**src/rtl/ours_fifo_rr_arb.sv**
```systemverilog
// Round-robin drain of NUM_REQ request FIFOs into one registered valid/ready channel.
// Multi-beat packets lock the grant to their owner until the beat carrying LAST is popped.
module ours_fifo_rr_arb #(
  parameter int NUM_REQ    = 4,
  parameter int DATA_WIDTH = 32,
  parameter int CTRL_WIDTH = 4,
  parameter int LAST_BIT   = 0,
  localparam int SRC_BITS  = $clog2(NUM_REQ)
) (
  input  logic                                  clk,
  input  logic                                  rst,
  input  logic [NUM_REQ-1:0]                    req_empty,
  input  logic [NUM_REQ-1:0][DATA_WIDTH-1:0]    req_dout,
  input  logic [NUM_REQ-1:0][CTRL_WIDTH-1:0]    req_ctrl,
  output logic [NUM_REQ-1:0]                    req_re,
  output logic                                  out_valid,
  input  logic                                  out_ready,
  output logic [DATA_WIDTH-1:0]                 out_data,
  output logic [CTRL_WIDTH-1:0]                 out_ctrl,
  output logic [SRC_BITS-1:0]                   out_src,
  output logic                                  busy
);

  typedef enum logic [0:0] {
    ST_IDLE   = 1'b0,
    ST_LOCKED = 1'b1
  } state_t;

  state_t                  state_r;
  logic [SRC_BITS-1:0]     rr_ptr_r;
  logic [SRC_BITS-1:0]     owner_r;
  logic                    out_valid_r;
  logic [DATA_WIDTH-1:0]   out_data_r;
  logic [CTRL_WIDTH-1:0]   out_ctrl_r;
  logic [SRC_BITS-1:0]     out_src_r;

  logic                    can_pop_s;
  logic [SRC_BITS-1:0]     sel_s;
  logic                    sel_vld_s;
  logic [SRC_BITS-1:0]     pop_idx_s;
  logic                    pop_s;
  logic                    pop_last_s;
  logic [NUM_REQ-1:0]      req_re_s;

  // Modular add for requester indices; NUM_REQ need not be a power of two.
  function automatic logic [SRC_BITS-1:0] wrap_add(input logic [SRC_BITS-1:0] base,
                                                   input logic [SRC_BITS-1:0] off);
    logic [SRC_BITS:0] sum;
    sum = {1'b0, base} + {1'b0, off};
    if (sum >= (SRC_BITS+1)'(NUM_REQ)) begin
      sum = sum - (SRC_BITS+1)'(NUM_REQ);
    end else begin
      sum = sum;
    end
    return sum[SRC_BITS-1:0];
  endfunction

  assign can_pop_s = !out_valid_r || out_ready;

  // First non-empty requester starting from rr_ptr.
  always_comb begin
    sel_s     = '0;
    sel_vld_s = 1'b0;
    for (int i = 0; i < NUM_REQ; i++) begin
      if (!sel_vld_s && !req_empty[wrap_add(rr_ptr_r, SRC_BITS'(i))]) begin
        sel_vld_s = 1'b1;
        sel_s     = wrap_add(rr_ptr_r, SRC_BITS'(i));
      end else begin
        sel_vld_s = sel_vld_s;
      end
    end
  end

  // Pop decision: idle picks the round-robin winner, a locked packet only its owner.
  always_comb begin
    pop_idx_s = sel_s;
    pop_s     = 1'b0;
    case (state_r)
      ST_IDLE: begin
        pop_idx_s = sel_s;
        pop_s     = can_pop_s && sel_vld_s;
      end
      ST_LOCKED: begin
        pop_idx_s = owner_r;
        pop_s     = can_pop_s && !req_empty[owner_r];
      end
      default: begin
        pop_idx_s = sel_s;
        pop_s     = 1'b0;
      end
    endcase
    if (rst) begin
      pop_s = 1'b0;
    end else begin
      pop_s = pop_s;
    end
  end

  assign pop_last_s = req_ctrl[pop_idx_s][LAST_BIT];

  // One-hot read enable decoded from the pop index.
  always_comb begin
    req_re_s = '0;
    for (int i = 0; i < NUM_REQ; i++) begin
      req_re_s[i] = pop_s && (pop_idx_s == SRC_BITS'(i));
    end
  end

  // Output register, packet lock FSM and round-robin pointer.
  always_ff @(posedge clk) begin
    if (rst) begin
      state_r     <= ST_IDLE;
      rr_ptr_r    <= '0;
      owner_r     <= '0;
      out_valid_r <= 1'b0;
      out_data_r  <= '0;
      out_ctrl_r  <= '0;
      out_src_r   <= '0;
    end else begin
      if (pop_s) begin
        out_valid_r <= 1'b1;
        out_data_r  <= req_dout[pop_idx_s];
        out_ctrl_r  <= req_ctrl[pop_idx_s];
        out_src_r   <= pop_idx_s;
      end else if (out_ready) begin
        out_valid_r <= 1'b0;
      end else begin
        out_valid_r <= out_valid_r;
      end

      case (state_r)
        ST_IDLE: begin
          if (pop_s && pop_last_s) begin
            rr_ptr_r <= wrap_add(pop_idx_s, SRC_BITS'(1));
          end else if (pop_s) begin
            state_r <= ST_LOCKED;
            owner_r <= pop_idx_s;
          end else begin
            state_r <= ST_IDLE;
          end
        end
        ST_LOCKED: begin
          if (pop_s && pop_last_s) begin
            state_r  <= ST_IDLE;
            rr_ptr_r <= wrap_add(owner_r, SRC_BITS'(1));
          end else begin
            state_r <= ST_LOCKED;
          end
        end
        default: begin
          state_r <= ST_IDLE;
        end
      endcase
    end
  end

  assign req_re    = req_re_s;
  assign out_valid = out_valid_r;
  assign out_data  = out_data_r;
  assign out_ctrl  = out_ctrl_r;
  assign out_src   = out_src_r;
  assign busy      = (state_r == ST_LOCKED);

  ours_fifo_rr_arb_chk #(
    .NUM_REQ    (NUM_REQ),
    .DATA_WIDTH (DATA_WIDTH),
    .CTRL_WIDTH (CTRL_WIDTH)
  ) u_chk (
    .clk       (clk),
    .rst       (rst),
    .req_empty (req_empty),
    .req_re    (req_re_s),
    .out_valid (out_valid_r),
    .out_ready (out_ready),
    .out_data  (out_data_r),
    .out_ctrl  (out_ctrl_r)
  );

endmodule

// Simulation-only protocol properties of the arbiter.
module ours_fifo_rr_arb_chk #(
  parameter int NUM_REQ    = 4,
  parameter int DATA_WIDTH = 32,
  parameter int CTRL_WIDTH = 4
) (
  input logic                  clk,
  input logic                  rst,
  input logic [NUM_REQ-1:0]    req_empty,
  input logic [NUM_REQ-1:0]    req_re,
  input logic                  out_valid,
  input logic                  out_ready,
  input logic [DATA_WIDTH-1:0] out_data,
  input logic [CTRL_WIDTH-1:0] out_ctrl
);

  a_re_onehot : assert property (@(posedge clk) disable iff (rst) $onehot0(req_re));

  a_re_not_empty : assert property (@(posedge clk) disable iff (rst)
    ((req_re & req_empty) == '0));

  a_out_stable : assert property (@(posedge clk) disable iff (rst)
    (out_valid && !out_ready) |=> ($stable(out_data) && $stable(out_ctrl)));

endmodule

```
**config.mk**
```make
export PLATFORM = sky130hd
export DESIGN_NAME = ours_fifo_rr_arb
export DESIGN_NICKNAME = d
export VERILOG_FILES = /design/src/rtl/ours_fifo_rr_arb.sv
export SDC_FILE = /design/constraint.sdc
export NUM_CORES = 1
export LEC_CHECK = 0
export ABC_AREA = 0
export CORE_ASPECT_RATIO = 2
export CORE_UTILIZATION = 39
export DETAILED_ROUTE_END_ITERATION = 10
export GPL_ROUTABILITY_DRIVEN = 1
export PLACE_DENSITY = 0.86
export SETUP_SLACK_MARGIN = 0.02
export SLEW_MARGIN = 20
export SYNTH_ARGS = -nofsm -noshare
export SYNTH_HDL_FRONTEND = slang
export SYNTH_SLANG_ARGS = --single-unit
```
**constraint.sdc**
```tcl
create_clock -name clk -period 4.4 [get_ports clk]
set_clock_uncertainty 0.1 [all_clocks]
set_input_delay 0.66 -clock clk [delete_from_list [all_inputs] [get_ports clk]]
set_output_delay 0.66 -clock clk [all_outputs]
set_load 0.05 [all_outputs]
```
Word level (Yosys, flattened, before mapping)

Index checks and enable logic that the tools add are counted.

Flip-flop bits (word level): 44
Latch bits: 0
RAM bits: 0
Memory bits (read-only): 0
Input port bits: 151
Output and inout bits: 44
Logic and storage cells: 99
Memories kept: 0

Add/sub/neg operators: 11
$mul: 0
Div/mod/pow operators: 0
Order comparisons: 12
Eq/ne operators: 5
Shift-type cells: 0
Mux-type cells: 40
Bitwise gates (word level): 2
Reduce and logical (&&, ||, !) cells: 22

Operators by type and width:

| operator              | number |
|---|---|
| $bmux W32 S2          | 1 |
| $mux W32              | 1 |
| $mux W2               | 12 |
| $lt A2 B3 Y1 const B  | 6 |
| $ge A3 B3 Y1 const B  | 5 |
| $mux W1               | 15 |
| $sub A2 B1 Y2 const B | 6 |
| $bmux W1 S2           | 5 |
| $logic_and A1 B1 Y1   | 10 |
| $add A2 B1 Y3 const B | 3 |
| $bmux W4 S2           | 1 |
| $pmux W2 S2           | 2 |
| $logic_not A1 Y1      | 7 |
| $add A2 B2 Y3 const B | 2 |
| $eq A2 B2 Y1 const B  | 2 |
| $mux W4               | 1 |
| $pmux W1 S2           | 2 |
| $ge A2 B3 Y1 const B  | 1 |
| $reduce_and A3 Y1     | 1 |
| $eq A2 B1 Y1 const B  | 1 |
| $logic_not A2 Y1      | 1 |
| $ne A2 B1 Y1 const B  | 1 |
| $ne A2 B2 Y1 const B  | 1 |
| $not A1 Y1            | 2 |
| other kinds (3)       | 3 |

Depth between registers and ports, before layout

Depth after elaboration: 20
Mapped depth: 8

Least setup slack after synthesis

No wires, ideal clock.

Path kind: input -> output
From: input port req_empty[3]
To: output port req_re[3]
Data arrival time: 2.142 ns
Data required time: 3.640 ns
Setup slack: 1.498 ns
Cell stages on the path: 7
Path buffers: 2
Cell sequence: nand4_1 -> o221ai_1 -> o31ai_2 -> buf_4 -> buf_4 -> ha_1 -> and2_1

Elaborated cells between the ends (all ways): 34
Those cells by class: 1 x eq/ne; 21 x mux; 12 x reduce/logical

RTL lines:

| what                          | RTL line | text |
|---|---|---|
| start: declaration            | 12       | `input logic [NUM_REQ-1:0] req_empty,` |
| $bmux W1 S2                   | 65       | `if (!sel_vld_s && !req_empty[wrap_add(rr_ptr_r, SRC_BITS'(i))]) begin` |
| $mux W1 (implied by the code) | 65       |  |
| $logic_not A1 Y1              | 65       |  |
| $logic_and A1 B1 Y1           | 65       |  |
| $mux W1                       | 65       |  |
| $logic_not A1 Y1              | 65       |  |
| $logic_and A1 B1 Y1           | 65       |  |
| $mux W1                       | 65       |  |
| $logic_not A1 Y1              | 65       |  |
| $logic_and A1 B1 Y1           | 65       |  |
| $mux W2 *                     | 65       |  |
| $pmux W2 S2 *                 | 78       | `case (state_r)` |
| via pop_idx_s[0]              | 40       | `logic [SRC_BITS-1:0] pop_idx_s;` |
| $eq A2 B2 Y1 *                | 105      | `req_re_s[i] = pop_s && (pop_idx_s == SRC_BITS'(i));` |
| $logic_and A1 B1 Y1 *         | 105      |  |
| end: declaration              | 15       | `output logic [NUM_REQ-1:0] req_re,` |

The timed path passes the listed nets; every way through them passes the cells marked *. The select of a mux whose other input is x is not followed.

Final worst setup path

From: input port req_empty[1]
To: output port req_re[1]

Word-level cells in the longest chain between the ends: 15
Elaborated cells between the ends (all ways): 34
Those cells by class: 1 x eq/ne; 21 x mux; 12 x reduce/logical

Ends and longest elaborated chain:

| what                          | RTL line | text |
|---|---|---|
| $bmux W1 S2                   | 65       |  |
| $mux W1 (implied by the code) | 65       |  |
| $logic_not A1 Y1              | 65       |  |
| $logic_and A1 B1 Y1           | 65       |  |
| $mux W1                       | 65       |  |
| $logic_not A1 Y1              | 65       |  |
| $logic_and A1 B1 Y1           | 65       |  |
| $mux W1                       | 65       |  |
| $logic_not A1 Y1              | 65       |  |
| $logic_and A1 B1 Y1           | 65       |  |
| $mux W1                       | 65       |  |
| $logic_and A1 B1 Y1           | 81       | `pop_s = can_pop_s && sel_vld_s;` |
| $pmux W1 S2                   | 78       |  |
| $mux W1                       | 92       | `if (rst) begin` |
| $logic_and A1 B1 Y1 *         | 105      |  |

Every way passes the cells marked *; elsewhere a longest branch is shown, timed or not. The select of a mux whose other input is x is not followed.

==> results.md <==
- Final TNS setup: 0 ps
- Top cells by area, synth: dfxtp_1, nand2_1, nand3_1, a31o_1, and3_1
- Slew headroom: 48.1%
- Initial antenna violation count: 0
- Largest area contributor in the netlist: dfxtp_1
- Vias in the first global route: 3715
- Critical path class: in -> out
- Critical path peak fanout: 39
- Max Cap Viol: 0
- Clock root cell: clkbuf_16
- Clock transition at the registers of the reported paths: 60 ps
- Synth async-reset ratio: 0%
- Area growth syn-to-layout: 72.9%
- TritonCTS clock tree: done
- Final Instance Area: 0.00509 mm^2
- First-pass DRT Iterations: 4
- Outcome: complete, no violations
- Final ANT Viol Nets: 0
- Syn_area_per_cell: 6.81 um^2
- Post-DR vias/cell: 5.39
- Synth top cells by count: nand2_1, nand3_1, dfxtp_1, and3_1, a31o_1
- Main flop type after synthesis: dfxtp_1
- Initial Util: 40.5%
- EDFF count, synth: 0
- Max H-tree Level: 2
- Vias: 3768
- Cell Area, Placed: 0.00494 mm^2
- Hold Crit Class: reg -> reg
- Critical path, cell by cell: clkdlybuf4s50_1 -> nand4_1 -> o221ai_1 -> o31ai_4 -> buf_4 -> ha_1 -> and2_1 -> buf_12
- CTS Sinks: 44
- CP peak stage delay: 520 ps
- Final min period: 3690 ps
- Total CTS buffers: 5
- Die area: 0.00792 mm^2
- Fin crit share: 83.8%
- Share of the synthesized area in the top cell type: 29.9%
- Total grt overflow: 0
- Post-route DRC: 0
- Arr. time, crit path: 2930 ps
- CP max stage cell: clkdlybuf4s50_1
- Clk buf depth: 2
- Final Hold Viols: 0
- R2R setup slack: 1820 ps
- Final Max Slew Viols: 0
- Ys Warns: 0
- Final setup viols: 0
- ANT cells: 0
- Cell Count Post-Placement: 691
- Cell depth of the worst flop-to-flop path: 8
- Mapped Area: 0.00294 mm^2
- Crit. End Element: output port
- Register area share after synthesis: 29.9%
- Height of the chip: 125 um
- Layout Cells excl Fill: 699
- Max Freq: 0.271 GHz
- Nets: 761
- Cell Pwr Density: 603 mW/mm^2
- Post-CTS setup buffer count: 0
- GP Congestion: 0.882
- Flops & latches, synth: 44
- RSZ-0062 raised after global routing: no
- Cells resized by post-CTS repair: 0
- Core region area: 0.00727 mm^2
- DRT Wirelength: 11300 um
- Post-Syn Instances: 432
- Syn nets: 587
- Max rail drop VDD: 0.395 mV
- All-Layer GR Usage: 29.4%
- Yosys cell types: 40
- Ports: 195
- Number of cells on the worst hold path: 2
- Bufs and invs on worst path: 3
- CP startpoint kind: primary input
- I/O Buffers: 194
- Total power: 3070 uW
- Drt initial violations: 250
- Worst path top cell family by delay: buffers and inverters
- First-pass GRT wire length: 18300 um
- Finished Core Util: 70.1%
- DP Wirelength: 8430 um
- Largest net degree at the start of global routing: 44
- Per-cell routed wire length: 16.2 um
- WP data required: 3640 ps
- Worst-Margin Slew: 777 ps
- Hold bufs inserted after CTS: 0
- Die Span X: 63.4 um
- Fillers: 633
- Row count: 44
- CP Depth: 8
- Count leader, synth: nand2_1
- Worst-skew pair later-pin latency: 280 ps
- Leak: 0.00219 uW
- Layout cells sized above 1: 4.78%
cell type report:
cell class,instances,area (um^2),share of cell area [%]
clock buffer,8,146,2.88
timing repair buffer,202,2030,39.9
multi-input combinational,346,1890,37.2
sequential,44,881,17.3
tap,92,115,2.26
inverter,7,26.3,0.516
cells by family after synthesis:
kind of cell | share of synthesized area, %
and+or+nand+nor | 43.6
buffers and inverters | 6.46
DFF | 29.9
muxes | 1.10
AOI/OAI and AO/OA | 17.2
adders and majority gates | 1.70
sequential cells by signal (all words and copies together) (netlist names):
signal	cells
out_ctrl	4
out_src	2
out_valid	1
owner_r	2
busy	1
rr_ptr_r	2
out_data	32
metal layers:
layer | wire length (um) | part of all wire (%) | global-route usage, %
met1 | 4000 | 35 | 31.4
met2 | 6170 | 55 | 52.5
met3 | 665 | 5.9 | 6.23
met4 | 472 | 4.2 | 14.7
met5 | 0 | 0 | 0
tightest hold or removal path: stages (launching register included):
cell	delay, ps
dfxtp_1	310
nand2_1	50
a21oi_1	60
cell usage in the layout, fill, tap and decap left out, types with 2 or more instances in the layout:
cell,n
clkdlybuf4s50_1,190
nand2_1,146
nand3_1,77
dfxtp_1,44
and3_1,36
a31o_1,35
buf_4,9
inv_1,5
and2_1,5
o21ai_0,5
clkbuf_16,5
a21oi_1,4
ha_1,4
nand4_1,3
nor2_1,3
buf_12,3
a211oi_1,2
inv_2,2
o21ai_1,2
nand2b_1,2
clkbuf_1,2
power by group:
group / internal (uW) / switching [uW]
sequential: 551 / 93.5
clock: 227 / 152
combinational: 748 / 1300
total: 1530 / 1540
metrics by stage:
step | hold slack, ps | setup slack (ps)
floorplan | 387 | 1500
global placement | 355 | 789
detailed placement | 364 | 719
CTS | 372 | 713
global route | 396 | 598
finish | 367 | 714
final timing paths:
check / start / endpoint
setup / recovery: req_empty[1] / req_re[1]
hold / removal: out_ctrl[0] / out_ctrl[0]
setup reg to reg: rr_ptr_r[1] / owner_r[1]
hold reg to reg: out_ctrl[0] / out_ctrl[0]
(Power assumes the default switching activity.)
==> variant 1: new RTL, same settings <==
`CTRL_WIDTH` is set to 4 in 2 places; all go to 6.
--- a/src/rtl/ours_fifo_rr_arb.sv
+++ b/src/rtl/ours_fifo_rr_arb.sv
@@ -3,7 +3,7 @@
 module ours_fifo_rr_arb #(
   parameter int NUM_REQ    = 4,
   parameter int DATA_WIDTH = 32,
-  parameter int CTRL_WIDTH = 4,
+  parameter int CTRL_WIDTH = 6,
   parameter int LAST_BIT   = 0,
   localparam int SRC_BITS  = $clog2(NUM_REQ)
 ) (
@@ -182,7 +182,7 @@
 module ours_fifo_rr_arb_chk #(
   parameter int NUM_REQ    = 4,
   parameter int DATA_WIDTH = 32,
-  parameter int CTRL_WIDTH = 4
+  parameter int CTRL_WIDTH = 6
 ) (
   input logic                  clk,
   input logic                  rst,
Interface: changed (resized out_ctrl and req_ctrl); port bits go from 195 to 205. The function was not compared with the original's and may differ.
==> variant 1 against the original RTL <==
Worst setup slack improved by 0.10 ns; total power rose by 20%; die area rose by 4.7%; sequential cell count rose by 2; synthesized area rose by 4.8%; first-iteration DRC count fell by 15%; maximum frequency rose by 2.8%; design area rose by 4.6%; synthesized cell count rose by 2.3%; routed wire length rose by 3.2%; clock power rose by 14%; largest power group unchanged.
==> variant 1: results (changes against the original RTL) <==
{| class="wikitable"
! Metric !! Value
|-
| Register area share after synthesis || 0.298 (was 0.299)
|-
| Layout Nets || 788 (was 761)
|-
| Post-synthesis mux area share || 0.0199 (was 0.0110)
|-
| Number of vias per cell after detailed routing || 5.36 (was 5.39)
|-
| Launch point of the worst path || req_empty[0] (was req_empty[1])
|-
| Global-route wire length before repair || 18.1 mm (was 18.3 mm)
|-
| Critical path fanouts, max || 35 (was 39)
|-
| Overall Global Routing Usage || 0.283 (was 0.294)
|-
| I/O Buffers || 204 (was 194)
|-
| RD Place Congestion || 0.933 (was 0.882)
|-
| Largest net degree at the start of global routing || 70 (was 44)
|-
| Number of violations reported at the end of detailed-routing iteration 0 || 213 (was 250)
|-
| Leakage Power || 2.30 nW (was 2.19 nW)
|-
| Post-synthesis net count || 605 (was 587)
|-
| Number of non-filler instances in the completed layout || 719 (was 699)
|-
| Main area contributors after synthesis || dfxtp_1 (30%), nand2_1 (19%), nand3_1 (12%) (was dfxtp_1 (30%), nand2_1 (19%), nand3_1 (13%))
|-
| Critical R2R Launch || rr_ptr_r[0] (was rr_ptr_r[1])
|-
| HPWL Detailed || 8.70 mm (was 8.43 mm)
|-
| Distinct cell type count of the synthesized netlist || 37 (was 40)
|-
| Register-to-Register Setup Slack || 1.68 ns (was 1.82 ns)
|-
| Synth Area in Compound Gates || 0.158 (was 0.172)
|-
| Share of layout cells above drive strength 1 || 0.0528 (was 0.0478)
|-
| Run status || finished clean (unchanged)
|-
| Cell total after placement || 712 (was 691)
|-
| Period Utilization, post-route || 0.815 (was 0.838)
|-
| Data arrival time of the critical path || 2.82 ns (was 2.93 ns)
|-
| Largest vdd supply drop || 0.344 mV (was 0.395 mV)
|-
| Post-synthesis area per instance || 6.98 um^2 (was 6.81 um^2)
|-
| Detail-routed net length per standard cell || 16.2 um (about the same)
|}
==> variant 1: how the worst min path moves through the flow <==
stage / from / to / slack, ns / cells past startpoint
after CTS: out_src[0] / out_src[0] / 0.38 / 1
after detailed placement: out_src[0] / out_src[0] / 0.36 / 1
final: out_src[0] / out_src[0] / 0.37 / 1
after global routing: out_src[0] / out_src[0] / 0.40 / 1
after global placement: out_src[0] / out_src[0] / 0.35 / 1
after floorplan: owner_r[1] / owner_r[1] / 0.35 / 2
==> variant 1: worst max-delay path: cells and delay by family <==
family          cells  cell delay [ns]
buf+inv             3             1.00
simple gates        3             0.56
compound gates      1             0.36
fa+ha+maj           1             0.23
==> variant 1: logic make-up (layout without fill, tap and decap cells) <==
logic type,after synthesis,after routing
and+or+nand+nor,289,289
DFF,46,46
muxes,6,6
AOI/OAI and AO/OA,56,56
buffers and inverters,41,224
adders and majority gates,4,4
==> variant 1: through the flow <==
stage	util	area (um^2)	worst slack (ns)	power, mW
2_1_floorplan	-	3090	1.34	2.49
3_3_place_gp	0.679	5160	0.849	3.22
3_5_place_dp	0.679	5160	0.827	3.27
4_1_cts	0.701	5330	0.820	3.71
5_1_grt	0.701	5330	0.708	3.92
6_report	0.701	5330	0.815	3.69
==> variant 1: layer usage <==
layer	part of all wire	track usage	up-vias	wire, um
li1	-	-	1888	-
met1	0.35	0.289	1767	4080
met2	0.55	0.527	162	6370
met3	0.051	0.0480	38	593
met4	0.053	0.152	0	613
met5	0	0	-	0
==> variant 1: layout make-up <==
type / count / area share
Timing Repair Buffer: 213 / 0.403
Clock buffer: 6 / 0.0261
Tap cell: 94 / 0.0221
Clock inverter: 1 / 0.00564
Sequential cell: 46 / 0.173
Inverter: 4 / 0.00282
Multi-Input combinational cell: 355 / 0.367
==> variant 1: where the power goes <==
group / switching, mW / internal [mW]
registers: 0.101 / 0.610
clock network: 0.151 / 0.280
logic: 1.62 / 0.923
==> variant 2: new RTL, same flow settings <==
Without the edit above. Reset style: asynchronous (`rst`), changed in one clocked block.
--- a/src/rtl/ours_fifo_rr_arb.sv
+++ b/src/rtl/ours_fifo_rr_arb.sv
@@ -107,7 +107,7 @@
   end
 
   // Output register, packet lock FSM and round-robin pointer.
-  always_ff @(posedge clk) begin
+  always_ff @(posedge clk or posedge rst) begin
     if (rst) begin
       state_r     <= ST_IDLE;
       rr_ptr_r    <= '0;
Check against the original RTL: differs if rst is asserted again (counterexample within 4 cycles, from zero or initial values and one cycle with rst high); with rst held inactive, the same outputs for 10 cycles.
==> variant 2 against the original RTL <==
Utilization increased by 0.89 points; die area grew 1.8%; routed wire length down 14%; design area up 2.0%; non-clock buffer count down 4; sequential share of layout area increased by 3.9 points; total power grew 20%; combinational power increased by 18%; worst setup slack better by 0.064 ns; sequential cell count is the same; final cell count down 21%; synthesized area is 1.8% higher; critical path type unchanged; critical endpoint is now req_re[2].
==> variant 2: results (changes against the original RTL) <==
{| class="wikitable"
! Metric !! Value
|-
| Distinct cell type count of the synthesized netlist || 33 (was 40)
|-
| Adder and majority cell fraction of the synthesized area || 0.0167 (was 0.0170)
|-
| Vias post-DR || 2,986 (was 3,768)
|-
| WHS || 0.388 ns (was 0.367 ns)
|-
| Run status || finished clean (unchanged)
|-
| Number of violations reported at the end of detailed-routing iteration 0 || 164 (was 250)
|-
| RD Place Congestion || 0.848 (was 0.882)
|-
| Layout Nets || 616 (was 761)
|-
| Critical R2R Launch || owner_r[0] (was rr_ptr_r[1])
|-
| Post-synthesis mux area share || 0.281 (was 0.0110)
|-
| Largest vdd supply drop || 0.357 mV (was 0.395 mV)
|-
| Most frequent cells after synthesis || dfrtp_1 (44), nor2_1 (43), mux2_2 (37), mux2i_1 (37), a221o_1 (34) (was nand2_1 (146), nand3_1 (77), dfxtp_1 (44))
|-
| Register area share after synthesis || 0.367 (was 0.299)
|-
| Most instantiated flip-flop cell in the synthesis netlist || dfrtp_1 (was dfxtp_1)
|-
| Overall Global Routing Usage || 0.250 (was 0.294)
|-
| Least-Margin Pin Slew || 0.853 ns (was 0.777 ns)
|-
| Global-route wire length before repair || 15.4 mm (was 18.3 mm)
|-
| Share of layout cells above drive strength 1 || 0.136 (was 0.0478)
|-
| Register-to-Register Setup Slack || 1.47 ns (was 1.82 ns)
|-
| Hold path startpoint || out_src[1] (was out_ctrl[0])
|-
| Synth Area in Compound Gates || 0.179 (was 0.172)
|-
| Critical path fanouts, max || 48 (was 39)
|-
| Main area contributors after synthesis || dfrtp_1 (37%), mux2_2 (14%), mux2i_1 (12%) (was dfxtp_1 (30%), nand2_1 (19%), nand3_1 (13%))
|-
| Worst reg2reg path depth || 5 (was 8)
|-
| Detail-routed net length per standard cell || 17.4 um (was 16.2 um)
|-
| Setup slack at placement || 0.728 ns (was 0.719 ns)
|-
| Post-synthesis net count || 432 (was 587)
|-
| Hold Path End || out_src[1] (was out_ctrl[0])
|-
| Leakage Power || 2.24 nW (was 2.19 nW)
|}
[variant 2: worst max-delay path, cell delays in order]
cell,delay [ns]
clkdlybuf4s50_1,0.50
mux4_2,0.52
a211o_2,0.67
nor2_1,0.32
buf_12,0.18
[variant 2: routing by layer]
layer	share of wire	wire length, um	GRT usage	up-vias
met3	0.056	541	0.0489	29
li1	-	-	-	1397
met1	0.33	3150	0.235	1421
met2	0.58	5600	0.487	139
met5	0	0	0	-
met4	0.038	370	0.123	0
[variant 2: logic make-up after synthesis]
logic type | Yosys count
muxes | 77
adders and majority gates | 4
AOI/OAI and AO/OA | 59
buffers and inverters | 32
DFF | 44
and+or+nand+nor | 61
[variant 2: area by class of cell]
class	count	area, um^2
Fill cell	566	2130
Timing Repair Buffer	198	2010
Multi-Input combinational cell	201	1710
Sequential cell	44	1100
Clock buffer	5	125
Tap cell	92	115
Clock inverter	3	90.1
Inverter	11	41.3
[variant 2: how the worst max path moves through the flow]
stage	startpoint	to	slack (ns)	depth (start not counted)
2_1_floorplan	rst	req_re[0]	0.57	6
3_3_place_gp	req_empty[3]	rr_ptr_r[1]	0.83	6
3_5_place_dp	req_empty[3]	rr_ptr_r[1]	0.73	6
4_1_cts	req_empty[0]	req_re[2]	0.78	5
5_1_grt	req_empty[1]	req_re[2]	0.66	9
6_report	req_empty[3]	req_re[2]	0.78	5
[variant 2: power by group through the flow]
| stage | clock (mW) | combinational (mW) | sequential [mW] |
|---|---|---|---|
| global route | 0.555 | 2.56 | 0.758 |
| finish | 0.533 | 2.42 | 0.735 |
| CTS | 0.539 | 2.44 | 0.732 |
| floorplan | 0 | 1.13 | 1.32 |
| global placement | 0 | 2.38 | 0.725 |
| detailed placement | 0 | 2.44 | 0.735 |
